**config.mk**
```make
export PLATFORM = sky130hd
export DESIGN_NAME = mmio_io_ctrl_flat
export DESIGN_NICKNAME = d
export VERILOG_FILES = /design/src/rtl/mmio_io_ctrl_pkg.sv /design/src/rtl/mmio_io_ctrl_if.sv /design/src/rtl/mmio_io_ctrl_sync_edge.sv /design/src/rtl/mmio_io_ctrl.sv /design/src/flat_wrapper.sv
export SDC_FILE = /design/constraint.sdc
export NUM_CORES = 1
export LEC_CHECK = 0
export ABC_AREA = 1
export BUFFER_PORTS_ARGS = -buffer_cell sky130_fd_sc_hd__buf_2
export CORE_MARGIN = 8
export CORE_UTILIZATION = 56
export DETAILED_ROUTE_END_ITERATION = 8
export PLACE_DENSITY = 0.79
export SYNTH_ARGS = -nofsm -noshare
export SYNTH_HDL_FRONTEND = slang
export SYNTH_HIERARCHICAL = 1
export SYNTH_SLANG_ARGS = --single-unit
```
**constraint.sdc**
```tcl
create_clock -name clock -period 1.8 [get_ports clock]
set_input_delay 0.36 -clock clock [delete_from_list [all_inputs] [get_ports clock]]
set_output_delay 0.36 -clock clock [all_outputs]
set_load 0.03 [all_outputs]
```
**src/rtl/mmio_io_ctrl_pkg.sv**
```systemverilog
// Shared definitions for the MMIO GPIO/interrupt controller:
// register offsets within the 8-byte window and the request FSM state type.
package mmio_io_pkg;

    localparam logic [2:0] OFS_GPIO_OUT = 3'd0;
    localparam logic [2:0] OFS_GPIO_DIR = 3'd1;
    localparam logic [2:0] OFS_GPIO_IN  = 3'd2;
    localparam logic [2:0] OFS_IRQ_PEND = 3'd3;
    localparam logic [2:0] OFS_IRQ_MASK = 3'd4;
    localparam logic [2:0] OFS_VEC_BASE = 3'd5;
    localparam logic [2:0] OFS_IRQ_CUR  = 3'd6;
    localparam logic [2:0] OFS_EOI      = 3'd7;

    typedef enum logic [1:0] {
        IDLE    = 2'd0,
        REQ     = 2'd1,
        SERVICE = 2'd2
    } irq_state_t;

endpackage

```
**src/rtl/mmio_io_ctrl_if.sv**
```systemverilog
// CPU data-port and interrupt handshake bundle between the core (master)
// and the MMIO controller (slave).
interface mmio_io_ctrl_if #(
    parameter int unsigned ADDR_W = 8,
    parameter int unsigned DATA_W = 8
);
    logic [ADDR_W-1:0] addr;
    logic [DATA_W-1:0] wdata;
    logic              w_en;
    logic [DATA_W-1:0] rdata;
    logic              hit;
    logic              int_req;
    logic              int_ack;
    logic [DATA_W-1:0] int_vec;

    modport master (
        output addr, wdata, w_en, int_ack,
        input  rdata, hit, int_req, int_vec
    );

    modport slave (
        input  addr, wdata, w_en, int_ack,
        output rdata, hit, int_req, int_vec
    );
endinterface

```
**src/rtl/mmio_io_ctrl_sync_edge.sv**
```systemverilog
// Multi-stage synchroniser for asynchronous inputs with an async clear,
// plus a rising-edge detect on the synchronised value.
module sync_edge #(
    parameter int unsigned W      = 1,
    parameter int unsigned STAGES = 2
) (
    input  logic         i_clk,
    input  logic         i_rst_n,
    input  logic [W-1:0] i_d,
    output logic [W-1:0] o_sync,
    output logic [W-1:0] o_rise
);
    logic [W-1:0] r_stage [STAGES];
    logic [W-1:0] r_prev;

    always_ff @(posedge i_clk or negedge i_rst_n) begin
        if (!i_rst_n) begin
            for (int unsigned i = 0; i < STAGES; i++) r_stage[i] <= '0;
            r_prev <= '0;
        end else begin
            r_stage[0] <= i_d;
            for (int unsigned i = 1; i < STAGES; i++) r_stage[i] <= r_stage[i-1];
            r_prev <= r_stage[STAGES-1];
        end
    end

    assign o_sync = r_stage[STAGES-1];
    assign o_rise = o_sync & ~r_prev;
endmodule

```
**src/rtl/mmio_io_ctrl.sv**
```systemverilog
// Memory-mapped GPIO bank and fixed-priority maskable interrupt controller
// on the CPU data port, with an int_req/int_ack/EOI handshake.
module mmio_io_ctrl
    import mmio_io_pkg::*;
#(
    parameter int unsigned       ADDR_W      = 8,
    parameter int unsigned       DATA_W      = 8,
    parameter logic [ADDR_W-1:0] BASE_ADDR   = 8'hF0,
    parameter int unsigned       N_GPIO      = 8,
    parameter int unsigned       N_IRQ       = 4,
    parameter int unsigned       SYNC_STAGES = 2,
    parameter int unsigned       VEC_STRIDE  = 4
) (
    input  logic              clock,
    input  logic              reset_n,
    mmio_io_ctrl_if.slave     bus,
    input  logic [N_IRQ-1:0]  irq_src,
    input  logic [N_GPIO-1:0] gpio_in_pad,
    output logic [N_GPIO-1:0] gpio_out_pad,
    output logic [N_GPIO-1:0] gpio_oeb
);
    localparam int unsigned NSRC  = N_IRQ + 1;
    localparam int unsigned IDX_W = $clog2(N_IRQ + 1);

    logic [N_GPIO-1:0] r_gpio_out;
    logic [N_GPIO-1:0] r_gpio_dir;
    logic [N_GPIO-1:0] r_gpio_prev;
    logic [NSRC-1:0]   r_pend;
    logic [NSRC-1:0]   r_mask;
    logic [DATA_W-1:0] r_vec_base;
    logic [DATA_W-1:0] r_vec;
    logic [IDX_W-1:0]  r_idx;
    irq_state_t        r_state;

    logic [N_GPIO-1:0] w_gpio_sync;
    logic [N_GPIO-1:0] w_gpio_rise_unused;
    logic [N_GPIO-1:0] w_gpio_chg;
    logic [N_IRQ-1:0]  w_irq_sync_unused;
    logic [N_IRQ-1:0]  w_irq_rise;
    logic              w_hit;
    logic [2:0]        w_ofs;
    logic              w_we;
    logic              w_eoi;
    logic [NSRC-1:0]   w_set;
    logic [NSRC-1:0]   w_w1c;
    logic [NSRC-1:0]   w_ack_clr;
    logic [NSRC-1:0]   w_active;
    logic [IDX_W-1:0]  w_win;
    logic              w_cur_live;
    logic              w_latch;
    logic              w_int_req;
    irq_state_t        w_state_nxt;
    logic [DATA_W-1:0] w_cur;
    logic [DATA_W-1:0] w_rdata;

    sync_edge #(.W(N_GPIO), .STAGES(SYNC_STAGES)) u_sync_gpio (
        .i_clk   (clock),
        .i_rst_n (reset_n),
        .i_d     (gpio_in_pad),
        .o_sync  (w_gpio_sync),
        .o_rise  (w_gpio_rise_unused)
    );

    sync_edge #(.W(N_IRQ), .STAGES(SYNC_STAGES)) u_sync_irq (
        .i_clk   (clock),
        .i_rst_n (reset_n),
        .i_d     (irq_src),
        .o_sync  (w_irq_sync_unused),
        .o_rise  (w_irq_rise)
    );

    assign w_hit = (bus.addr[ADDR_W-1:3] == BASE_ADDR[ADDR_W-1:3]);
    assign w_ofs = bus.addr[2:0];
    assign w_we  = bus.w_en & w_hit;
    assign w_eoi = w_we && (w_ofs == OFS_EOI);

    // Only pins configured as inputs contribute to the change interrupt.
    assign w_gpio_chg = (w_gpio_sync ^ r_gpio_prev) & ~r_gpio_dir;
    assign w_set      = {|w_gpio_chg, w_irq_rise};
    assign w_w1c      = (w_we && (w_ofs == OFS_IRQ_PEND)) ? bus.wdata[NSRC-1:0] : '0;
    assign w_active   = r_pend & r_mask;
    assign w_cur_live = r_pend[r_idx] & r_mask[r_idx];

    always_comb begin
        logic w_found;
        w_found = 1'b0;
        w_win   = '0;
        for (int unsigned i = 0; i < NSRC; i++) begin
            if (w_active[i] && !w_found) begin
                w_found = 1'b1;
                w_win   = IDX_W'(i);
            end
        end
    end

    always_ff @(posedge clock or negedge reset_n) begin
        if (!reset_n) begin
            r_gpio_out  <= '0;
            r_gpio_dir  <= '0;
            r_gpio_prev <= '0;
            r_mask      <= '0;
            r_vec_base  <= '0;
            r_pend      <= '0;
        end else begin
            r_gpio_prev <= w_gpio_sync;
            // A new edge outranks a W1C or ack clear in the same cycle.
            r_pend      <= (r_pend & ~(w_w1c | w_ack_clr)) | w_set;
            if (w_we) begin
                case (w_ofs)
                    OFS_GPIO_OUT: r_gpio_out <= bus.wdata[N_GPIO-1:0];
                    OFS_GPIO_DIR: r_gpio_dir <= bus.wdata[N_GPIO-1:0];
                    OFS_IRQ_MASK: r_mask     <= bus.wdata[NSRC-1:0];
                    OFS_VEC_BASE: r_vec_base <= bus.wdata;
                    default: ;
                endcase
            end
        end
    end

    always_ff @(posedge clock or negedge reset_n) begin
        if (!reset_n) r_state <= IDLE;
        else          r_state <= w_state_nxt;
    end

    // The request is withdrawn combinationally as soon as its source is no
    // longer pending-and-enabled, so the CPU never acks a stale vector.
    always_comb begin
        w_state_nxt = r_state;
        w_latch     = 1'b0;
        w_int_req   = 1'b0;
        w_ack_clr   = '0;
        case (r_state)
            IDLE: begin
                if (|w_active) begin
                    w_latch     = 1'b1;
                    w_state_nxt = REQ;
                end
            end
            REQ: begin
                if (!w_cur_live) begin
                    w_state_nxt = IDLE;
                end else begin
                    w_int_req = 1'b1;
                    if (bus.int_ack) begin
                        w_ack_clr[r_idx] = 1'b1;
                        w_state_nxt      = SERVICE;
                    end
                end
            end
            SERVICE: begin
                if (w_eoi) w_state_nxt = IDLE;
            end
            default: w_state_nxt = IDLE;
        endcase
    end

    always_ff @(posedge clock or negedge reset_n) begin
        if (!reset_n) begin
            r_idx <= '0;
            r_vec <= '0;
        end else if (w_latch) begin
            r_idx <= w_win;
            r_vec <= r_vec_base + DATA_W'(w_win) * DATA_W'(VEC_STRIDE);
        end
    end

    always_comb begin
        w_cur             = '0;
        w_cur[DATA_W-1]   = (r_state == SERVICE);
        w_cur[IDX_W-1:0]  = r_idx;
    end

    always_comb begin
        w_rdata = '0;
        if (w_hit) begin
            case (w_ofs)
                OFS_GPIO_OUT: w_rdata[N_GPIO-1:0] = r_gpio_out;
                OFS_GPIO_DIR: w_rdata[N_GPIO-1:0] = r_gpio_dir;
                OFS_GPIO_IN:  w_rdata[N_GPIO-1:0] = w_gpio_sync;
                OFS_IRQ_PEND: w_rdata[NSRC-1:0]   = r_pend;
                OFS_IRQ_MASK: w_rdata[NSRC-1:0]   = r_mask;
                OFS_VEC_BASE: w_rdata             = r_vec_base;
                OFS_IRQ_CUR:  w_rdata             = w_cur;
                default: ;
            endcase
        end
    end

    assign bus.rdata    = w_rdata;
    assign bus.hit      = w_hit;
    assign bus.int_req  = w_int_req;
    assign bus.int_vec  = r_vec;
    assign gpio_out_pad = r_gpio_out;
    assign gpio_oeb     = ~r_gpio_dir;
endmodule

```
**src/flat_wrapper.sv**
```systemverilog
// flat-port wrapper written by rule: the top's interface ports become plain ports
module mmio_io_ctrl_flat import mmio_io_pkg::*;
#(
    parameter int unsigned       ADDR_W      = 8,
    parameter int unsigned       DATA_W      = 8,
    parameter logic [ADDR_W-1:0] BASE_ADDR   = 8'hF0,
    parameter int unsigned       N_GPIO      = 8,
    parameter int unsigned       N_IRQ       = 4,
    parameter int unsigned       SYNC_STAGES = 2,
    parameter int unsigned       VEC_STRIDE  = 4
)
  (clock, reset_n, irq_src, gpio_in_pad, gpio_out_pad, gpio_oeb, bus_addr, bus_wdata, bus_w_en, bus_int_ack, bus_rdata, bus_hit, bus_int_req, bus_int_vec);
  mmio_io_ctrl_if #(.ADDR_W(ADDR_W), .DATA_W(DATA_W)) bus_i ();
  input  logic clock;
  input  logic reset_n;
  input  logic [N_IRQ-1:0] irq_src;
  input  logic [N_GPIO-1:0] gpio_in_pad;
  output logic [N_GPIO-1:0] gpio_out_pad;
  output logic [N_GPIO-1:0] gpio_oeb;
  input wire logic [$bits(bus_i.addr)-1:0] bus_addr;
  input wire logic [$bits(bus_i.wdata)-1:0] bus_wdata;
  input wire logic [$bits(bus_i.w_en)-1:0] bus_w_en;
  input wire logic [$bits(bus_i.int_ack)-1:0] bus_int_ack;
  output wire logic [$bits(bus_i.rdata)-1:0] bus_rdata;
  output wire logic [$bits(bus_i.hit)-1:0] bus_hit;
  output wire logic [$bits(bus_i.int_req)-1:0] bus_int_req;
  output wire logic [$bits(bus_i.int_vec)-1:0] bus_int_vec;
  assign bus_i.addr = bus_addr;
  assign bus_i.wdata = bus_wdata;
  assign bus_i.w_en = bus_w_en;
  assign bus_i.int_ack = bus_int_ack;
  assign bus_rdata = bus_i.rdata;
  assign bus_hit = bus_i.hit;
  assign bus_int_req = bus_i.int_req;
  assign bus_int_vec = bus_i.int_vec;
  mmio_io_ctrl #(.ADDR_W(ADDR_W), .DATA_W(DATA_W), .BASE_ADDR(BASE_ADDR), .N_GPIO(N_GPIO), .N_IRQ(N_IRQ), .SYNC_STAGES(SYNC_STAGES), .VEC_STRIDE(VEC_STRIDE)) u_core (.clock(clock), .reset_n(reset_n), .bus(bus_i), .irq_src(irq_src), .gpio_in_pad(gpio_in_pad), .gpio_out_pad(gpio_out_pad), .gpio_oeb(gpio_oeb));
endmodule
```
==> results.txt, run 1 <==
- Once detail routing completed, the nets flagged for antenna violations numbered 0.
- Setup repair after global routing missed its margin: true
* Mean area per synthesized cell: 8.35 µm²
* CP startpoint kind: flop
- The mapped netlist covers 3800 µm².
* Layout overhead on the synthesized area: 30.3%
- Setup slack on the critical path of the routed design comes to -0.0877 ns.
- TritonCTS built the clock tree.
* Most common library cell in the layout ignoring fill and taps: sky130_fd_sc_hd__nand2_1
- Leakage dissipation: 0.00257 µW
- Max-capacitance violation count: 0
- Minimum clock period after layout: 1.89 ns
* Number of optimization iterations in the first detailed-route pass: 5
- In the final routed layout, each cell accounts on average for 15.5 µm.
- Total GRT Usage: 19.9%
* Final wirelength: 10.0 mm
- Counting the fill cells in the layout gives 505.
* HPWL after detailed placement: 7.06 mm
- After the first detailed-routing iteration, the DRC count stood at 219.
- At the pin with the least slew margin, the transition time is 0.458 ns.
- Post-Synthesis Cells: 455
- Horiz. Die Dim: 98.3 µm
- Vias in the first global route: 3170
* Clock net sink count: 83
- Final instance area: 4950 µm²
* Violated checks: negative hold slack, negative setup slack
* PD cells: 901 nW/µm²
* Largest net degree at the start of global routing: 84
- The clock passes through at most 2 buffers.
- Number of antenna violations at the first check in global routing: 0
- Placement-stage cell area: 4350 µm²
- On the final layout, the worst hold slack is -0.00324 ns.
- Nature of the critical path endpoint: output pin
- Worst ir drop on vdd: 0.584 mV
* Vias after detailed routing: 3386
* Synthesis Warnings: 6
- Chip Height: 98.3 µm
- The floorplan has 30 rows.
* Buffers added on ports: 65
- Once layout is complete, the cells apart from fillers number 644.
- DIE AREA: 9670 µm²
- Instance count after placement with tap cells included: 614
- At the worst endpoint, the required time is 1.44 ns.
- Total negative slack: -0.203 ns
* Part of the cycle the worst path needs: 105%
- Min-Delay Path Class: in -> async
- I/O pin cnt: 66
- Final Skew: 0.0119 ns
* Run status: finished with violations
- Num CTS Buffers: 9
- Remaining DRCs: 0
* Commonest cells after routing, fill and taps aside: sky130_fd_sc_hd__nand2_1, sky130_fd_sc_hd__dfrtp_1, sky130_fd_sc_hd__buf_2, sky130_fd_sc_hd__inv_1, sky130_fd_sc_hd__o21ai_0
- Synth Net Count: 491
* Clock root buffer master: sky130_fd_sc_hd__clkbuf_8
- Critical path start-end classification: reg -> out
- Wire length of the first global-routing pass: 15.3 mm
- For this design, the CTS-stage hold fixing added 0 buffers.
* Final number of max-transition violations: 0
- # setup viols final: 4
- Clock Latency Late Sink: 0.35 ns
* CP Data Arrival Time: 1.53 ns
- GP Congestion: 0.923
* CTS H-tree depth: 3
* Core utilization of the finished layout: 74.0%
- Clk slew on worst S/H paths: 0.09 ns
- Peak fanout along the critical path: 3
* Initial Utilization: 56.8%
- Fraction of final layout cells sized beyond drive strength 1: 34.4%
- Endpoints failing hold: 3
- In this run the tightest slew margin relative to its limit is 69.4%.
* Vias per std cell: 5.26
* Net count, final: 595
- The core region is 6680 µm².
- Antenna diode instance count: 0
* Total gr overflow: 0
- Fmax: 0.530 GHz
metal layers:
| metal | up-vias | global-route usage (%) | share of wire (%) |
|---|---|---|---|
| li1 | 1641 | - | - |
| met1 | 1575 | 24.7 | 43 |
| met2 | 147 | 32.8 | 47 |
| met3 | 23 | 4.41 | 7.3 |
| met4 | 0 | 8.38 | 2.7 |
| met5 | - | 0 | 0 |
flip-flops by register name (all words and copies together), names as in the netlist:
signal	cells
u_core/u_sync_irq/r_prev	4
u_core/bus.int_vec	8
u_core/u_sync_gpio/o_sync	8
u_core/gpio_out_pad	8
u_core/r_idx	3
u_core/r_pend	5
u_core/u_sync_irq/r_stage	4
u_core/r_vec_base	8
u_core/u_sync_gpio/r_stage	8
u_core/r_state	2
u_core/u_sync_irq/o_sync	4
u_core/r_mask	5
u_core/r_gpio_dir	8
u_core/r_gpio_prev	8
stage by stage:
stage / worst slack, ns / power, µW
CTS: -0.0574 / 4360
floorplan: -0.0639 / 2680
global placement: -0.0722 / 3000
global route: -0.177 / 4670
finish: -0.0877 / 4460
detailed placement: -0.122 / 3030
final timing paths:
| kind | from | to | slack (ns) | cells past startpoint |
|---|---|---|---|---|
| max in group asynchronous | reset_n | u_core/r_idx[0] | 1.39 | 2 |
| hold / removal | reset_n | u_core/bus.int_vec[5] | -0.003 | 2 |
| hold reg to reg | u_core/u_sync_gpio/r_stage[9] | u_core/u_sync_gpio/o_sync[1] | 0.35 | 0 |
| setup / recovery | u_core/r_mask[3] | bus_int_req | -0.09 | 8 |
| setup reg to reg | u_core/r_mask[2] | u_core/bus.int_vec[6] | 0.01 | 11 |
| min in group clock | gpio_in_pad[6] | u_core/u_sync_gpio/r_stage[14] | 0.11 | 1 |
where the power goes:
part | internal, µW | switching [µW] | leakage [µW]
sequential | 2010 | 133 | 0.00104
combinational | 397 | 664 | 0.00146
clock | 548 | 702 | 0.0000815
total | 2960 | 1500 | 0.00257
area by class of cell:
cell class	instances	area (µm²)	area share [%]
Clock buffer	10	138	2.78
Timing Repair Buffer	106	764	15.5
Sequential cell	83	2080	42.1
Clock inverter	6	47.5	0.961
Inverter	69	273	5.51
Tap cell	80	100	2.02
Multi-Input combinational cell	290	1540	31.2
worst max-delay path, cell delays in order (launching register included):
cell	delay [ns]
sky130_fd_sc_hd__dfrtp_1	0.45
sky130_fd_sc_hd__buf_6	0.15
sky130_fd_sc_hd__inv_1	0.04
sky130_fd_sc_hd__nand2_1	0.06
sky130_fd_sc_hd__nand3_2	0.08
sky130_fd_sc_hd__nand3_2	0.12
sky130_fd_sc_hd__nand3_4	0.11
sky130_fd_sc_hd__inv_2	0.04
sky130_fd_sc_hd__buf_6	0.12
repair_timing:
action | CTS | global route
setup endpoints to repair | 10 | 13
setup buffers | 4 | 9
pin swaps | 12 | 24
gates resized for setup | 40 | 69
cloned | 0 | 1
No activity file was read; power rests on OpenSTA's default activity.
==> run 2, diff against run 1 <==
- ABC_AREA: 1 -> 0
==> results.txt, run 2 <==
* Run status: finished with violations
- The final reports fail on negative setup slack.
* Horiz. Die Dim: 97.8 µm (-0.56%)
- Vias after detailed routing: 3039 (-10%)
- Total standard cell area after synthesis: 3750 µm² (-1.4%)
- The startpoint identified for the worst register-to-register timing path is u_core/r_pend[1].
* Final antenna-violating net count: 0 (unchanged)
* Layout overhead on the synthesized area: 34.5%
- The number of core rows was 30 (unchanged).
- The count of input and output buffers is 65 (unchanged).
- The antenna diode instance count was 0 (unchanged).
- The half-perimeter wire length after detailed placement was 6.92 mm (-2.0%).
- Data required time of the worst path: 1.44 ns (about the same)
* Placement-stage cell area: 4420 µm² (+1.6%)
- The number of levels the H-tree was split into was 3 (unchanged).
- The count of maximum capacitance violations came to 0 (unchanged).
- Total chip power: 4640 µW (+4.1%)
- The post-detailed-route DRC marker count was 0 (unchanged).
- Part of the cycle the worst path needs: 120% (+15 points)
* Pin slew with the least headroom to its limit: 0.452 ns (-0.00672 ns)
- The share of layout cells above drive strength 1 came to 54.0% (+20 points).
- The post-route worst setup slack was -0.354 ns (-0.266 ns).
- The number of warnings reported in the yosys synthesis log was 6 (unchanged).
- Synth Net Count: 350 (-29%)
* Final Skew: 0.00826 ns (-0.00367 ns)
- Mean area per synthesized cell: 11.9 µm² (+43%)
* DIE AREA: 9560 µm² (-1.1%)
- Min-Delay Path Class: in -> async
- The effective utilization at floorplan came to 56.4% (-0.45 points).
- The largest fanout on the critical path is 5 (+2).
- The sequential cell area came to 2090 µm² (+0.24%).
- Leaving out fill and tap cells, the most frequent cell in the layout is sky130_fd_sc_hd__dfrtp_1.
- Bufs on Longest Clock Path: 2 (unchanged)
* Total gr overflow: 0 (unchanged)
* Final number of max-transition violations: 0 (unchanged)
* # setup viols final: 18 (+14)
- The clock transition at the register clock pins on the worst setup and hold paths after CTS is 0.09 ns (about the same).
- Number of antenna violations at the first check in global routing: 0 (unchanged)
* Critical path start-end classification: reg -> out
* Part of the total power dissipated in the clock network: 31.6% (+3.6 points)
- CP startpoint kind: flop
* Nature of the critical path endpoint: output pin
* Core utilization of the finished layout: 75.8% (+1.8 points)
* PD cells: 922 nW/µm² (+2.3%)
* Leakage dissipation: 0.00242 µW (-6.0%)
- Vias in the first global route: 3143 (-0.85%)
- I/O pin cnt: 66 (unchanged)
- Vias per std cell: 5.83 (+11%)
- The number of failing hold endpoints at the final stage came to 0 (-3).
- The average wire per standard cell is 20.2 µm (+30%).
- The combinational share of power came to 21.6% (-2.2 points).
* Wire length of the first global-routing pass: 16.1 mm (+5.1%)
* Final instance area: 5040 µm² (+1.8%)
* Largest net degree at the start of global routing: 84 (unchanged)
- The endpoint arrival time on the critical path is 1.79 ns (+0.26 ns).
* Fmax: 0.464 GHz (-12%)
- The height of the die is 97.8 µm (-0.56%).
- Number of filler cells placed in the layout: 416 (-18%)
- The core area was 6640 µm² (-0.56%).
* Net count, final: 473 (-21%)
- The area occupied by multi-input gates was 1660 µm² (+7.8%).
- Sequential Power Share: 46.8% (-1.4 points)
* Max-slew headroom: 69.8% (+0.34 points)
- CTS tree: built
* Commonest cells after routing, fill and taps aside: sky130_fd_sc_hd__dfrtp_1, sky130_fd_sc_hd__buf_4, sky130_fd_sc_hd__buf_2, sky130_fd_sc_hd__mux2_2, sky130_fd_sc_hd__nand2_1
* Number of optimization iterations in the first detailed-route pass: 4 (-1)
- DRC marker count from the first detailed-route iteration: 229 (+4.6%)
* Minimum clock period after layout: 2.15 ns (+0.266 ns)
- Source of the critical timing path: u_core/r_pend[1]
* Switching component of the power: 1380 µW (-7.9%)
* Setup repair after global routing missed its margin: true
* Clock root buffer master: sky130_fd_sc_hd__clkbuf_8
* Switching part of the total: 29.8% (-3.9 points)
- Total GRT Usage: 21.6% (+1.6 points)
* Worst ir drop on vdd: 0.692 mV (+19%)
- Clock net sink count: 83 (unchanged)
- Final wirelength: 10.5 mm (+5.0%)
- The total internal power was 3260 µW (+10%).
- Clock Latency Late Sink: 0.36 ns (about the same)
* GP Congestion: 0.852 (-7.6%)
- Num CTS Buffers: 9 (unchanged)
* Post-Synthesis Cells: 314 (-31%)
==> run 2: path summary, 6_finish.rpt <==
check / end / slack, ns / cells after the start
max in group asynchronous: u_core/r_pend[0] / 1.43 / 2
min: u_core/r_gpio_prev[3] / 0.02 / 2
min reg2reg: u_core/u_sync_irq/o_sync[0] / 0.35 / 0
max: bus_rdata[1] / -0.35 / 7
max reg2reg: u_core/bus.int_vec[7] / -0.28 / 9
min in group clock: u_core/u_sync_irq/r_stage[7] / 0.10 / 1
==> run 2: area by class of cell <==
cell class              count  share of cell area [%]
clock inverters             6                    1.79
clock buffers               9                    2.46
well taps                  80                    1.99
flip-flops and latches     83                    41.4
repair buffers            131                    18.3
inverters                  14                    1.04
multi-input cells         198                    33.0
==> run 2: worst max-delay path: stages, from the launching register on <==
cell                       delay (ns)
sky130_fd_sc_hd__dfrtp_2         0.45
sky130_fd_sc_hd__buf_4           0.15
sky130_fd_sc_hd__mux2i_1         0.16
sky130_fd_sc_hd__nor2_1          0.07
sky130_fd_sc_hd__a21oi_1         0.14
sky130_fd_sc_hd__o221ai_1        0.12
sky130_fd_sc_hd__and3_1          0.19
sky130_fd_sc_hd__buf_6           0.15
==> run 2: routing by layer <==
metal / part of all wire [%] / vias up / track usage (%)
met5: 0 / - / 0
met4: 3.1 / 0 / 12.1
met3: 6.6 / 32 / 6.33
met2: 50 / 131 / 35.0
met1: 41 / 1520 / 25.1
li1: - / 1356 / -
==> run 2: repair_timing <==
item | in CTS | in global routing
resized for setup | 55 | 20
setup endpoints to repair | 21 | 20
hold buffers | 0 | 0
pin swaps | 21 | 9
setup buffers | 21 | 6
==> run 2: power groups by stage <==
| stage | logic, µW | registers [µW] | clock network (µW) |
|---|---|---|---|
| after floorplan | 430 | 2220 | 0 |
| after global placement | 778 | 2170 | 0 |
| after detailed placement | 805 | 2180 | 0 |
| after CTS | 928 | 2150 | 1480 |
| after global routing | 1070 | 2190 | 1550 |
| final | 1000 | 2170 | 1470 |
==> run 2: through the flow <==
| step | setup TNS [ns] | worst slack, ns | cells | hold slack (ns) |
|---|---|---|---|---|
| after floorplan | -0.212 | -0.0931 | 314 | 0.0644 |
| after global placement | -1.59 | -0.161 | 482 | 0.332 |
| after detailed placement | -2.57 | -0.196 | 482 | 0.335 |
| after CTS | -2.61 | -0.351 | 518 | 0.0359 |
| after global routing | -4.47 | -0.419 | 521 | 0.0477 |
| final | -3.35 | -0.354 | 521 | 0.0242 |
